==> config.mk <==
export PLATFORM = sky130hd
export DESIGN_NAME = dir_cmd_conditioner
export DESIGN_NICKNAME = d
export VERILOG_FILES = /design/src/rtl/dir_cmd_conditioner_pkg.sv /design/src/rtl/dir_cmd_conditioner_debounce_filter.sv /design/src/rtl/dir_cmd_conditioner.sv
export SDC_FILE = /design/constraint.sdc
export NUM_CORES = 1
export LEC_CHECK = 0
export BUFFER_PORTS_ARGS = -buffer_cell sky130_fd_sc_hd__buf_2
export CAP_MARGIN = 10
export CORE_MARGIN = 10
export CORE_UTILIZATION = 45
export CTS_CLUSTER_SIZE = 24
export DETAILED_ROUTE_END_ITERATION = 6
export PLACE_DENSITY = 0.65
export RECOVER_POWER = 100
export SYNTH_ARGS = -nofsm -noshare
export SYNTH_HDL_FRONTEND = slang
export SYNTH_HIERARCHICAL = 1
export SYNTH_SLANG_ARGS = --single-unit
export TNS_END_PERCENT = 100
==> constraint.sdc <==
create_clock -name clk -period 4.5 [get_ports clk]
set_input_delay 0.45 -clock clk [delete_from_list [all_inputs] [get_ports clk]]
set_output_delay 0.45 -clock clk [all_outputs]
set_load 0.005 [all_outputs]
==> src/rtl/dir_cmd_conditioner_pkg.sv <==
// Shared definitions for the direction command path.
// Direction codes are consumed by the downstream game FSM. The repeat-FSM state
// encoding is kept here so that the game FSM and the conditioner agree on it.
package dir_cmd_conditioner_pkg;

  typedef enum logic [1:0] {
    DIR_RIGHT = 2'd0,
    DIR_LEFT  = 2'd1,
    DIR_UP    = 2'd2,
    DIR_DOWN  = 2'd3
  } dir_e;

  typedef enum logic [1:0] {
    ST_IDLE   = 2'd0,
    ST_DELAY  = 2'd1,
    ST_REPEAT = 2'd2
  } rpt_state_e;

  // Fixed-priority pick among simultaneous press events, bit order {down,up,left,right}.
  // Right has the highest priority and down the lowest. The result is only meaningful when ev != 0.
  function automatic dir_e pick_dir(input logic [3:0] ev);
    dir_e d;
    if (ev[0])      d = DIR_RIGHT;
    else if (ev[1]) d = DIR_LEFT;
    else if (ev[2]) d = DIR_UP;
    else            d = DIR_DOWN;
    return d;
  endfunction

endpackage

==> src/rtl/dir_cmd_conditioner_debounce_filter.sv <==
// debounce_filter: 2-flop synchronizer followed by a counter debounce for one button.
// Ports:
//   clk   - system clock
//   rst   - synchronous active-high reset
//   raw   - raw asynchronous button, active-high
//   level - debounced level (registered)
// The level flips only after the synchronized input has disagreed with it
// for DEBOUNCE_CYCLES consecutive cycles.
module debounce_filter
  import dir_cmd_conditioner_pkg::*;
#(
  parameter int unsigned DEBOUNCE_CYCLES = 1_000_000,
  parameter int unsigned CNT_W           = 27
) (
  input  logic clk,
  input  logic rst,
  input  logic raw,
  output logic level
);

  localparam logic [CNT_W-1:0] CNT_LAST = CNT_W'(DEBOUNCE_CYCLES - 1);

  logic             sync0;
  logic             sync1;
  logic [CNT_W-1:0] cnt;

  always_ff @(posedge clk) begin
    if (rst) begin
      sync0 <= 1'b0;
      sync1 <= 1'b0;
      cnt   <= '0;
      level <= 1'b0;
    end else begin
      sync0 <= raw;
      sync1 <= sync0;
      if (sync1 != level) begin
        // The count advancing to DEBOUNCE_CYCLES is the flip point. The counter
        // clears there instead of storing the terminal value.
        if (cnt == CNT_LAST) begin
          level <= sync1;
          cnt   <= '0;
        end else begin
          cnt <= cnt + CNT_W'(1);
        end
      end else begin
        cnt <= '0;
      end
    end
  end

endmodule

==> src/rtl/dir_cmd_conditioner.sv <==
// dir_cmd_conditioner: converts four raw push-buttons into a direction command stream.
// Ports:
//   clk       - system clock (only clock)
//   rst       - synchronous active-high reset
//   right/left/up/down - raw asynchronous buttons, active-high
//   en        - command acceptance enable from the downstream FSM
//   dir       - direction code (RIGHT=0, LEFT=1, UP=2, DOWN=3), valid with dir_valid
//   dir_valid - one-cycle command strobe
//   held      - debounced levels {down, up, left, right}
// Processing chain: debounce per button, press-edge detection, fixed-priority
// arbitration (right > left > up > down), and a hold-to-repeat FSM.
module dir_cmd_conditioner
  import dir_cmd_conditioner_pkg::*;
#(
  parameter int unsigned DEBOUNCE_CYCLES = 1_000_000,
  parameter bit          REPEAT_EN       = 1'b1,
  parameter int unsigned REPEAT_DELAY    = 50_000_000,
  parameter int unsigned REPEAT_PERIOD   = 20_000_000,
  parameter int unsigned CNT_W           = 27
) (
  input  logic       clk,
  input  logic       rst,
  input  logic       right,
  input  logic       left,
  input  logic       up,
  input  logic       down,
  input  logic       en,
  output logic [1:0] dir,
  output logic       dir_valid,
  output logic [3:0] held
);

  localparam logic [CNT_W-1:0] DELAY_LAST  = CNT_W'(REPEAT_DELAY - 1);
  localparam logic [CNT_W-1:0] PERIOD_LAST = CNT_W'(REPEAT_PERIOD - 1);

  logic [3:0] raw;
  logic [3:0] lvl;
  logic [3:0] lvl_q;
  logic [3:0] rise;
  logic       press_any;
  dir_e       press_dir;

  assign raw = {down, up, left, right};

  for (genvar i = 0; i < 4; i++) begin : g_btn
    debounce_filter #(
      .DEBOUNCE_CYCLES(DEBOUNCE_CYCLES),
      .CNT_W          (CNT_W)
    ) u_debounce (
      .clk  (clk),
      .rst  (rst),
      .raw  (raw[i]),
      .level(lvl[i])
    );
  end

  // The debounce levels are flops already, so held is a registered output.
  assign held = lvl;

  // Edge detection runs even while en is low. A button held across the rising
  // edge of en therefore shows no new press.
  assign rise      = lvl & ~lvl_q;
  assign press_any = |rise;
  assign press_dir = pick_dir(rise);

  rpt_state_e       state, state_n;
  dir_e             act, act_n;
  logic [CNT_W-1:0] rcnt, rcnt_n;
  logic [1:0]       dir_n;
  logic             valid_n;
  logic             act_held;

  assign act_held = lvl[act];

  always_ff @(posedge clk) begin
    if (rst) begin
      lvl_q     <= '0;
      state     <= ST_IDLE;
      act       <= DIR_RIGHT;
      rcnt      <= '0;
      dir       <= '0;
      dir_valid <= 1'b0;
    end else begin
      lvl_q     <= lvl;
      state     <= state_n;
      act       <= act_n;
      rcnt      <= rcnt_n;
      dir       <= dir_n;
      dir_valid <= valid_n;
    end
  end

  always_comb begin
    state_n = state;
    act_n   = act;
    rcnt_n  = rcnt;
    dir_n   = dir;
    valid_n = 1'b0;

    if (!en) begin
      state_n = ST_IDLE;
    end else if (press_any) begin
      // A fresh press restarts the cycle from any state. It takes precedence over
      // a simultaneous release of act and over a repeat that is due on this cycle.
      valid_n = 1'b1;
      dir_n   = press_dir;
      act_n   = press_dir;
      rcnt_n  = '0;
      state_n = REPEAT_EN ? ST_DELAY : ST_IDLE;
    end else begin
      unique case (state)
        ST_DELAY: begin
          if (!act_held) begin
            state_n = ST_IDLE;
          end else if (rcnt == DELAY_LAST) begin
            valid_n = 1'b1;
            dir_n   = act;
            rcnt_n  = '0;
            state_n = ST_REPEAT;
          end else begin
            rcnt_n = rcnt + CNT_W'(1);
          end
        end
        ST_REPEAT: begin
          if (!act_held) begin
            state_n = ST_IDLE;
          end else if (rcnt == PERIOD_LAST) begin
            valid_n = 1'b1;
            dir_n   = act;
            rcnt_n  = '0;
          end else begin
            rcnt_n = rcnt + CNT_W'(1);
          end
        end
        default: begin
          state_n = ST_IDLE;
        end
      endcase
    end
  end

endmodule

==> run metrics <==
root buffer cell=clkbuf_16; vias in the first global route=5645; wire per inst=14.0 um; outcome=complete, but fails checks; ys flop type=dfxtp_1; HPWL after DPL=~10 mm; internal power=roughly 0.0023 W; drt pass-1 iters=5; TritonCTS buffer count=17; IO buf count=13; WL met1=7.95 mm; Psw=just under 0.0006 W; area growth from synthesis to layout=8.18%; crit share post-route=0.751; Final ANT Viol Nets=0; fin crit period=between 3000 and 4000 ps; Syn Std Cell Area=around 7700 sq um; CTS Hold Bufs=0; Die Y=151 um; Vias/cell=between 5 and 6; Pleak=between 2 and 2.5 nW; cells taking the most area after synthesis=dfxtp_1, xor2_1, a21oi_1, nor2_1, nand4_1; Final Setup Violations=0; gr ovfl total=0; CTS tree=done; Setup TNS=0 ps; Slew Viols, Final=between 90 and 100; post-synth cell types=between 60 and 70; Final Wtd Congestion=approximately 0.82; Worst path max stage delay=approximately 1400 ps; Syn Inst Count=~890; routed wl met2=approximately 6.9 mm; share of cells above drive strength 1=0.0710; post-layout instance area=8350 sq um; fin util=0.500; CP Class=reg -> reg; CP max FO=9; Clock Power Share=0.502; Yosys reg bits=~160; peak supply drop=between 0.2 and 0.3 mV; Clock Skew=approximately 10 ps; ANT cells=0; routed via count=6312; count leader, synth=dfxtp_1; CP Capture Type=flip-flop; worst path arrival time=around 3700 ps; CP max stage cell=a2111oi_1; worst rel slew slack=-0.278; Pwr Total=roughly 0.003 W; Final Hold Viols=0; Die Width=about 150 um; failing checks=max-capacitance violations, max-slew violations; asr flop ratio synth=0; register area share after synthesis=0.410; Synth Net Count=about 900; Post-CTS Resized=0; final WL=approximately 16 mm; Tot GR Track Use=0.140; crit path launch type=flip-flop; Core Rows=47; Clock Tree Buf Depth=2; starting density of the core=0.462; Synth area leader=dfxtp_1; CTS clk-pin slew, worst paths=around 60 ps; Critical Path RT=approximately 4800 ps; die area=22800 sq um; max layer used=met4; pin count of the biggest net entering global routing=31; sequential fraction of design power=0.486; max-cap violations=4; hold_ws=roughly 240 ps; CTS Sinks=158; Routed met3 length=a little over 500 um; Gate power share=0.013; Post-synth EDFFs=0; synth cell count leaders=dfxtp_1, nor2_1, a21oi_1, nand2_1, nand3_1; RSZ-0062 raised after global routing=no; initial DRC count=between 300 and 400; num ports=14; Remaining DRCs=0; H-tree depth=4; synthesized area per cell=roughly 8.7 sq um; core area=approximately 17000 sq um; Critical Path Most Common Cell=nor2_1; first-pass GRT wire length=about 27 mm; Cell Pwr Density=between 300 and 400 nW/um^2; Net Sw Frac=0.198; crit-path cells=inv_1 -> ha_1 -> nor2_1 -> o32ai_2 -> nor2_1 -> a2111oi_1 -> a41oi_1 -> a311oi_1; top-area cell type share of the netlist area=0.410; class of the worst hold path=in -> reg; Total Nets Final=a little under 900; clk_lat worst skew=around 420 ps; Worst-Margin Slew=1900 ps; Post-CTS Setup Bufs=0; Fmax achieved=between 200 and 300 MHz; Placed Instance Area=slightly below 8000 sq um; synth warn=6; initial antenna violation count=0
power groups by stage:
stage / registers [W] / clock network [W] / logic (W)
global placement: 0.00145 / 0 / 0.0000386
global route: 0.00142 / 0.00156 / 0.0000424
CTS: 0.00142 / 0.00150 / 0.0000388
finish: 0.00142 / 0.00147 / 0.0000373
floorplan: 0.00145 / 0 / 0.0000274
detailed placement: 0.00145 / 0 / 0.0000388
area by class of cell:
class,instances,area [sq um]
inverters,23,86.3
clock inverters,5,106
multi-input cells,662,4160
flip-flops and latches,158,3160
well taps,220,275
clock buffers,24,492
fillers,1585,8350
repair buffers,15,66.3
cell families after synthesis:
group | share of synthesized area
simple gates | 0.321
compound gates | 0.143
flops | 0.410
buf+inv | 0.0434
xor+xnor | 0.0658
fa+ha+maj | 0.0113
mux | 0.00535
final timing paths:
| check | from | endpoint | slack, ps | depth (start not counted) |
|---|---|---|---|---|
| max | state[0] | rcnt[4] | 1120 | 8 |
| min | up | g_btn[2].u_debounce/sync0 | 240 | 2 |
| max reg2reg | state[0] | rcnt[4] | 1120 | 8 |
| min reg2reg | g_btn[2].u_debounce/cnt[0] | g_btn[2].u_debounce/cnt[0] | 440 | 1 |
stage by stage:
| stage | setup WS, ps | cells |
|---|---|---|
| after CTS | 1850 | 1107 |
| after detailed placement | 1840 | 1078 |
| after floorplan | 2300 | 887 |
| final | 1120 | 1107 |
| after global routing | 829 | 1107 |
| after global placement | 1930 | 1078 |
cells in the final DEF (no fill, tap or decap), types with 15 or more instances in the layout:
master and n:
o31ai_1 32, nand3_1 46, nor3_1 24, a21oi_1 66, xor2_1 41, nand2_1 64, dfxtp_1 158, o21ai_0 29
clkbuf_16 17, nor2_1 86, xnor2_1 17, and4_1 19, nand4_1 39, or3_1 25, nor2b_1 15, or4_1 28
inv_1 23
routing by layer:
layer | vias to the layer above | GRT usage
li1 | 3250 | -
met1 | 2978 | 0.187
met2 | 71 | 0.214
met3 | 13 | 0.0403
met4 | 0 | 0.0438
met5 | - | 0
registers in the layout, summed over array words and instances, names as in the netlist:
| register | flops |
|---|---|
| g_btn.u_debounce/sync0 | 4 |
| g_btn.u_debounce/sync1 | 4 |
| lvl_q | 4 |
| act | 2 |
| dir | 2 |
| state | 2 |
| rcnt | 27 |
| dir_valid | 1 |
| g_btn.u_debounce/level | 4 |
| g_btn.u_debounce/cnt | 108 |
worst max-delay path: cells and delay by family (launching register included):
kind / cells / cell delay, ps
buf+inv: 1 / 60
flops: 1 / 320
compound gates: 4 / 2370
simple gates: 2 / 230
fa+ha+maj: 1 / 290
Note: power is estimated with default switching activity, not from simulation.
